===== config.mk =====
export PLATFORM = sky130hd
export DESIGN_NAME = sd_audio_streamer
export DESIGN_NICKNAME = d
export VERILOG_FILES = /design/src/rtl/sd_audio_streamer.sv
export SDC_FILE = /design/constraint.sdc
export NUM_CORES = 1
export LEC_CHECK = 0
export ABC_AREA = 0
export BUFFER_PORTS_ARGS = -buffer_cell sky130_fd_sc_hd__buf_4
export CAP_MARGIN = 40
export CORE_MARGIN = 1
export CORE_UTILIZATION = 45
export DETAILED_ROUTE_END_ITERATION = 8
export PLACE_DENSITY = 0.83
export SLEW_MARGIN = 20
export SYNTH_ARGS = -nofsm -noshare
export SYNTH_HDL_FRONTEND = slang
export SYNTH_SLANG_ARGS = --single-unit

===== constraint.sdc =====
create_clock -name clk_25mhz -period 1.9 [get_ports clk_25mhz]
set_input_delay 0.095 -clock clk_25mhz [delete_from_list [all_inputs] [get_ports clk_25mhz]]
set_output_delay 0.095 -clock clk_25mhz [all_outputs]
set_load 0.01 [all_outputs]

===== src/rtl/sd_audio_streamer.sv =====
`default_nettype none
// +----------------------------------------------------------------------------+
// | Module   : sd_audio_streamer                                               |
// | Purpose  : Read sequencer between sd_controller and the audio sample FIFO. |
// |            Issues BLOCK_BYTES-sized reads from START_ADDR upward, forwards |
// |            each received byte into the FIFO, and only starts a new block   |
// |            once the FIFO can absorb a whole block.                         |
// | Revision : 1.0  initial release                                           |
// +----------------------------------------------------------------------------+
// | Ports                                                                      |
// |   clk_25mhz        in   clock shared with sd_controller and the FIFO       |
// |   reset            in   synchronous, active-high                           |
// |   play_in          in   1 = keep streaming, 0 = pause at block boundary    |
// |   sd_ready_in      in   sd_controller ready                                |
// |   sd_byte_in       in   sd_controller data byte                            |
// |   sd_byte_avail_in in   sd_controller byte_available (edge-detected)       |
// |   fifo_count_in    in   FIFO fill level in bytes                           |
// |   fifo_full_in     in   FIFO full                                          |
// |   sd_rd_out        out  read request, high for the whole ISSUE state       |
// |   sd_addr_out      out  block byte address, stable while a read runs      |
// |   fifo_din_out     out  byte to the FIFO                                  |
// |   fifo_wr_en_out   out  one-cycle FIFO write strobe                       |
// |   busy_out         out  high from ISSUE through WAIT_RDY                  |
// |   done_out         out  sticky end-of-range flag (non-looping build)      |
// |   ovf_err_out      out  sticky dropped-byte flag                          |
// |   blocks_out       out  completed block counter, wraps                    |
// +----------------------------------------------------------------------------+
// | Build option                                                               |
// |   SD_STREAM_LOOP_EN : when defined, the address wraps to START_ADDR at     |
// |                       END_ADDR and streaming continues forever; when       |
// |                       undefined, streaming stops and done_out is set.      |
// +----------------------------------------------------------------------------+
module sd_audio_streamer #(
   parameter logic [31:0] START_ADDR  = 32'h0000_0000,
   parameter logic [31:0] END_ADDR    = 32'h0010_0000,
   parameter int          BLOCK_BYTES = 512,
   parameter int          FIFO_DEPTH  = 1024,
   parameter int          CNT_W       = 11
) (
   input  logic             clk_25mhz,
   input  logic             reset,
   input  logic             play_in,
   input  logic             sd_ready_in,
   input  logic [7:0]       sd_byte_in,
   input  logic             sd_byte_avail_in,
   input  logic [CNT_W-1:0] fifo_count_in,
   input  logic             fifo_full_in,
   output logic             sd_rd_out,
   output logic [31:0]      sd_addr_out,
   output logic [7:0]       fifo_din_out,
   output logic             fifo_wr_en_out,
   output logic             busy_out,
   output logic             done_out,
   output logic             ovf_err_out,
   output logic [15:0]      blocks_out
);

   localparam int                BCNT_W       = $clog2(BLOCK_BYTES + 1);
   localparam logic [BCNT_W-1:0] c_block_cnt  = BCNT_W'(BLOCK_BYTES);
   localparam logic [CNT_W-1:0]  c_room_limit = CNT_W'(FIFO_DEPTH - BLOCK_BYTES);
   localparam logic [31:0]       c_addr_step  = 32'(BLOCK_BYTES);

   typedef enum logic [2:0] {
      IDLE     = 3'd0,
      ROOM     = 3'd1,
      ISSUE    = 3'd2,
      RECV     = 3'd3,
      WAIT_RDY = 3'd4
   } state_t;

   state_t            state_q, state_d;
   logic [BCNT_W-1:0] byte_cnt_q, byte_cnt_d;
   logic              avail_prev_q;
   logic              sd_rd_q, sd_rd_d;
   logic [31:0]       sd_addr_q, sd_addr_d;
   logic [7:0]        fifo_din_q, fifo_din_d;
   logic              fifo_wr_en_q, fifo_wr_en_d;
   logic              busy_q, busy_d;
   logic              done_q, done_d;
   logic              ovf_q, ovf_d;
   logic [15:0]       blocks_q, blocks_d;

   logic              byte_rise;
   logic              byte_window;
   logic [31:0]       next_addr;

   always_comb begin
      state_d      = state_q;
      byte_cnt_d   = byte_cnt_q;
      sd_addr_d    = sd_addr_q;
      fifo_din_d   = fifo_din_q;
      fifo_wr_en_d = 1'b0;
      done_d       = done_q;
      ovf_d        = ovf_q;
      blocks_d     = blocks_q;

      byte_rise = sd_byte_avail_in & ~avail_prev_q;
      next_addr = sd_addr_q + c_addr_step;

      // Bytes are accepted from the cycle the controller drops ready (so an
      // edge coinciding with ISSUE->RECV is not lost) until the block closes.
      // A rise in WAIT_RDY, or in RECV once the count is full, is an extra byte.
      byte_window = (state_q == RECV) || (state_q == WAIT_RDY) ||
                    ((state_q == ISSUE) && !sd_ready_in);

      if (byte_rise && byte_window) begin
         if (byte_cnt_q < c_block_cnt) begin
            // Dropped-on-full bytes still count so the block boundary stays put.
            byte_cnt_d = byte_cnt_q + 1'b1;
            if (fifo_full_in) begin
               ovf_d = 1'b1;
            end else begin
               fifo_wr_en_d = 1'b1;
               fifo_din_d   = sd_byte_in;
            end
         end else begin
            ovf_d = 1'b1;
         end
      end

      case (state_q)
         IDLE: begin
            if (play_in && !done_q && sd_ready_in) begin
               state_d = ROOM;
            end
         end
         ROOM: begin
            if (!play_in) begin
               state_d = IDLE;
            end else if (fifo_count_in <= c_room_limit) begin
               state_d = ISSUE;
            end
         end
         ISSUE: begin
            if (!sd_ready_in) begin
               state_d = RECV;
            end
         end
         RECV: begin
            if (byte_cnt_q == c_block_cnt) begin
               state_d = WAIT_RDY;
            end
         end
         WAIT_RDY: begin
            if (sd_ready_in) begin
               blocks_d   = blocks_q + 16'd1;
               byte_cnt_d = '0;
               if (next_addr >= END_ADDR) begin
`ifdef SD_STREAM_LOOP_EN
                  sd_addr_d = START_ADDR;
                  state_d   = ROOM;
`else
                  sd_addr_d = next_addr;
                  done_d    = 1'b1;
                  state_d   = IDLE;
`endif
               end else begin
                  sd_addr_d = next_addr;
                  state_d   = ROOM;
               end
            end
         end
         default: state_d = IDLE;
      endcase

      // Decoded from the next state so the registered outputs line up with state_q.
      sd_rd_d = (state_d == ISSUE);
      busy_d  = (state_d == ISSUE) || (state_d == RECV) || (state_d == WAIT_RDY);
   end

   always_ff @(posedge clk_25mhz) begin
      if (reset) begin
         state_q      <= IDLE;
         byte_cnt_q   <= '0;
         avail_prev_q <= 1'b0;
         sd_rd_q      <= 1'b0;
         sd_addr_q    <= START_ADDR;
         fifo_din_q   <= 8'h00;
         fifo_wr_en_q <= 1'b0;
         busy_q       <= 1'b0;
         done_q       <= 1'b0;
         ovf_q        <= 1'b0;
         blocks_q     <= 16'h0000;
      end else begin
         state_q      <= state_d;
         byte_cnt_q   <= byte_cnt_d;
         avail_prev_q <= sd_byte_avail_in;
         sd_rd_q      <= sd_rd_d;
         sd_addr_q    <= sd_addr_d;
         fifo_din_q   <= fifo_din_d;
         fifo_wr_en_q <= fifo_wr_en_d;
         busy_q       <= busy_d;
         done_q       <= done_d;
         ovf_q        <= ovf_d;
         blocks_q     <= blocks_d;
      end
   end

   assign sd_rd_out      = sd_rd_q;
   assign sd_addr_out    = sd_addr_q;
   assign fifo_din_out   = fifo_din_q;
   assign fifo_wr_en_out = fifo_wr_en_q;
   assign busy_out       = busy_q;
   assign done_out       = done_q;
   assign ovf_err_out    = ovf_q;
   assign blocks_out     = blocks_q;

endmodule
`default_nettype wire


## Word level (Yosys, flattened, before mapping)

Cells that the tools add are included.

- Register bits: 75
- Input bits: 25
- Logic and storage cells: 62

- $lt $le $gt $ge: 3
- Equality and inequality tests: 9
- Bitwise logic cells: 5
- Add/subtract/negate cells: 3
- Reduce and logical (&&, ||, !) cells: 16
- Mux-type cells: 15

Operators with widths:

| cell | number |
|---|---|
| 10-bit 2-to-1 mux | 4 |
| 32-bit by 10-bit adder with 32-bit output (second input constant) | 1 |
| 32-bit by 21-bit >= comparator with 1-bit output (second input constant) | 1 |
| 3-bit 2-to-1 mux | 6 |
| 16-bit by 1-bit adder with 16-bit output (second input constant) | 1 |
| 3-bit case mux with 5 select lines | 1 |
| 3-bit by 2-bit == test with 1-bit output (second input constant) | 4 |
| 11-bit by 10-bit <= comparator with 1-bit output (second input constant) | 1 |
| 10-bit by 1-bit adder with 10-bit output (second input constant) | 1 |
| 10-bit == test (second input constant) | 1 |
| 10-bit < comparator (second input constant) | 1 |
| 3-bit == test (second input constant) | 2 |
| 3-bit AND reduction | 2 |
| 1-bit logical AND | 4 |
| 1-bit logical OR | 4 |
| 1-bit 2-to-1 mux | 4 |
| 1-bit inverter | 4 |
| 2-bit AND reduction | 2 |
| 3-bit by 1-bit == test with 1-bit output (second input constant) | 1 |
| 3-bit zero test | 1 |
| 3-bit OR reduction | 1 |
| 1-bit zero test | 2 |
| 2-bit != test (second input constant) | 1 |
| 1-bit bitwise AND | 1 |

## Depth between registers and ports, before layout

- Depth in word-level cells: 8
- Mapped depth: 8
- Depth with buffers taken out: 8

## Worst setup path after synthesis

No wires, ideal clock.

- Path kind: reg-to-reg
- Start point: reg sd_addr_q[12], in the netlist sd_addr_out[12]
- End point: reg state_q[0]
- Slack: -0.156 ns
- Arrival time: 1.996 ns
- Setup time: 0.060 ns
- Data required time: 1.840 ns
- Stages on the path, launching flop included: 7
- Path through: dfxtp_1 and4_4 nand4_4 or4b_4 a2111oi_2 and3_1 a22o_1

- Cells in the longest elaborated chain, start to end: 5

RTL lines:

| item | RTL line | text |
|---|---|---|
| start, declared | 75 | `logic [31:0] sd_addr_q, sd_addr_d;` |
| start signal, assigned | 189 | `sd_addr_q <= sd_addr_d;` |
| 32-bit by 10-bit adder with 32-bit output | 98 | `next_addr = sd_addr_q + c_addr_step;` |
| 32-bit by 21-bit >= comparator with 1-bit output | 148 | `if (next_addr >= END_ADDR) begin` |
| 1-bit 2-to-1 mux | 148 |  |
| 3-bit 2-to-1 mux | 145 | `if (sd_ready_in) begin` |
| 3-bit case mux with 5 select lines | 121 | `case (state_q)` |
| end signal, assigned | 185 | `state_q <= state_d;` |
| end, declared | 71 | `state_t state_q, state_d;` |

Every way passes these cells.
A chain may end at the register's enable or synchronous reset.

## Worst setup path in the final report

- Start point: reg sd_addr_q[9], in the netlist sd_addr_out[9]
- End point: reg done_q, in the netlist done_out

- Cells in the longest elaborated chain, start to end: 3

RTL lines:

| item | RTL line | text |
|---|---|---|
| 32-bit by 10-bit adder with 32-bit output | 98 |  |
| 32-bit by 21-bit >= comparator with 1-bit output | 148 |  |
| 3-bit AND reduction (no source line) | n/a |  |
| end signal, assigned | 193 | `done_q <= done_d;` |
| end, declared | 79 | `logic done_q, done_d;` |

Every way passes these cells.

==> results.md <==
- Status: complete, but fails checks
- Failing checks: negative setup slack
- Crit path kind: reg2reg
- Area growth syn-to-layout: 44.1%
- Critical path, cell by cell: ha_4, and2_4, nand4_1, buf_4, nor4b_4, a31oi_1, a2111oi_1, buf_4, a221oi_2
- Antenna fix cells: 0
- First DRT Iteration DRCs: 213
- Final WS setup: -0.0725 ns
- # clock sinks: 66
- CTS tree: done
- Share of layout cells above drive strength 1: 36.1%
- Number of synthesized flops with an enable pin: 0
- Cell variety after synth: 46
- CP max-delay cell: dfxtp_4
- Register area: 1340 um2
- Routed wire length: 8460 um
- Leakage Power: 1.93 nW
- Slew Viols, Final: 0
- Filler cells: 524
- Syn Inst Count: 373
- Grt total ovfl: 0
- Vias: 3071
- Worst hold slack: 0.0183 ns
- H-tree Lvls: 3
- DP HPWL: 5580 um
- Num CTS Buffers: 9
- Hold wc startpoint: sd_byte_in[0]
- Placed cells: 571
- Total core area: 6830 um2
- Largest net degree at the start of global routing: 32
- Gpl congestion: 0.859
- Place WS: -0.0776 ns
- Max_cap viols: 0
- Core Rows: 30
- Async set-reset flop share out of synthesis: 0%
- Bufs on Longest Clock Path: 2
- CP startpoint kind: flop
- DP Area: 4130 um2
- Synth warnings: 0
- WL per Instance: 14.0 um
- Critical path origin: sd_addr_out[9]
- Initial antenna violation count: 0
- Bufs and invs on worst path: 2
- Setup TNS: -0.175 ns
- Syn Area/Cell: 8.58 um2
- Layout Cells excl Fill: 605
- Worst IR Drop VDD: 0.393 mV
- Most frequent cells in the layout: buf_4, nor2_1, dfxtp_1
- Ports: 86
- Final min period: 1.97 ns
- Cell area power density: 563 nW/um2
- Post-route cell area: 4610 um2
- Total power: 2.60 mW
- Skew final: 0.00657 ns
- Final core utilization: 67.5%
- Top_reg_cell synth: dfxtp_1
- Worst min path class: in2reg
- Top cell by count, worst path: buf_4
- Antenna viol nets, final: 0
- Clock Pin Slew Worst Setup and Hold Paths: 0.08 ns
- Vias in the first global route: 2885
- Leading cell type in the layout, fill and taps excluded: buf_4
- Total track usage: 22.7%
- Final number of hold-violating endpoints: 0
- Multi-input gate area: 1860 um2
- Skew-Pair Late Insertion Delay: 0.35 ns
- Critical Path RT: 2.13 ns
- Fin nets: 533
- Worst r2r src: sd_addr_out[9]
- CTS root buffer: clkbuf_8
- DRC: 0
- Final setup violation count: 4
- Period utilization: 104%
- Critical Path End Type: flop
- Fmax: 507 MHz
- First-pass GRT wire length: 13200 um
- Post-synthesis sequential area ratio: 41.3%
- Critical Path Fanout Max: 4
- Top cell family by delay on the critical path: simple AND/OR/NAND/NOR gates
- Die W: 86.3 um
- Syn Std Cell Area: 3200 um2
- DRT Pass-1 Iters: 4
- IO buf count: 76
- Initial core utilization: 46.8%
- Critical Path Max Stage Delay: 0.37 ns
- Synthesis-stage register bit count: 66
- RSZ-0062 raised after global routing: yes
- Die Ht: 86.3 um
- Die ar.: 7450 um2
- Crit path DAT: 2.20 ns
- Vias per cell: 5.08
## report_power, final
group	switching [mW]	internal [mW]
registers	0.00502	1.39
clock network	0.577	0.508
logic	0.0607	0.0622
total	0.642	1.96
## worst paths after layout
kind                                         to  slack, ns  depth (start not counted)
worst max-delay path                   done_out      -0.07                          9
worst min-delay path            fifo_din_out[0]       0.02                          3
worst max register to register         done_out      -0.07                          9
worst min register to register      ovf_err_out       0.46                          2
## synthesized netlist by cell type, types with 3 or more instances
| cell type | instances | share of area (%) |
|---|---|---|
| nor2_1 | 76 | 8.9 |
| dfxtp_1 | 66 | 41 |
| xor2_1 | 28 | 7.7 |
| nand2_1 | 24 | 2.8 |
| xnor2_1 | 21 | 5.7 |
| nand4_1 | 18 | 3.5 |
| mux2i_1 | 13 | 4.1 |
| clkbuf_1 | 12 | 1.4 |
| nand3_1 | 11 | 1.7 |
| and3_1 | 10 | 2.0 |
| buf_4 | 10 | 2.3 |
| inv_1 | 10 | 1.2 |
| nor3_1 | 8 | 1.3 |
| nor2b_1 | 6 | 1.2 |
| o21ai_0 | 6 | 0.94 |
| a21oi_1 | 4 | 0.63 |
| ha_1 | 4 | 1.6 |
| nor4_1 | 4 | 0.78 |
| or3_1 | 4 | 0.78 |
| and2_1 | 3 | 0.59 |
| and4_1 | 3 | 0.82 |
| buf_2 | 3 | 0.47 |
| nor3b_1 | 3 | 0.70 |
## worst reg2reg max path, cell delays in order, from the launching register on
cell and delay, ns:
dfxtp_4 0.37, ha_4 0.17, and2_4 0.13, nand4_1 0.19, buf_4 0.16, nor4b_4 0.17, a31oi_1 0.06, a2111oi_1 0.37
buf_4 0.19, a221oi_2 0.05
## state kept, by name, summed over array words and instances (netlist names), 3 cells and up
| register | count |
|---|---|
| state_q | 3 |
| byte_cnt_q | 10 |
| blocks_out | 16 |
| fifo_din_out | 8 |
| sd_addr_out | 23 |
## cells by family after synthesis
| logic type | after synthesis | share of synthesized area (%) |
|---|---|---|
| simple gates | 182 | 29.3 |
| flops | 66 | 41.3 |
| xor+xnor | 49 | 13.4 |
| buf+inv | 36 | 5.51 |
| compound gates | 22 | 4.77 |
| mux | 13 | 4.07 |
| fa+ha+maj | 4 | 1.56 |
| other cells | 1 | 0.117 |
## metal layers
metal  part of all wire [%]  GRT usage (%)
met5                      0              0
met4                    2.0           9.09
met3                    6.1           5.33
met2                     49           39.8
met1                     43           26.8
## repair_timing
action,4_1_cts,5_1_grt
endpoints found under the hold margin,8,0
pin swaps,8,13
gates cloned,0,1
gates resized for setup,15,22
hold buffers,8,0
setup buffers,6,3
endpoints found under the setup margin,6,12
## final cells by class
cell class	instances	area share, %
Tap cell	96	2.61
Timing Repair Buffer	138	23.3
Clock buffer	10	2.99
Multi-Input combinational cell	279	40.4
Inverter	10	0.814
Sequential cell	66	29.0
Clock inverter	6	0.923
Note: power is estimated with default switching activity, not from simulation.
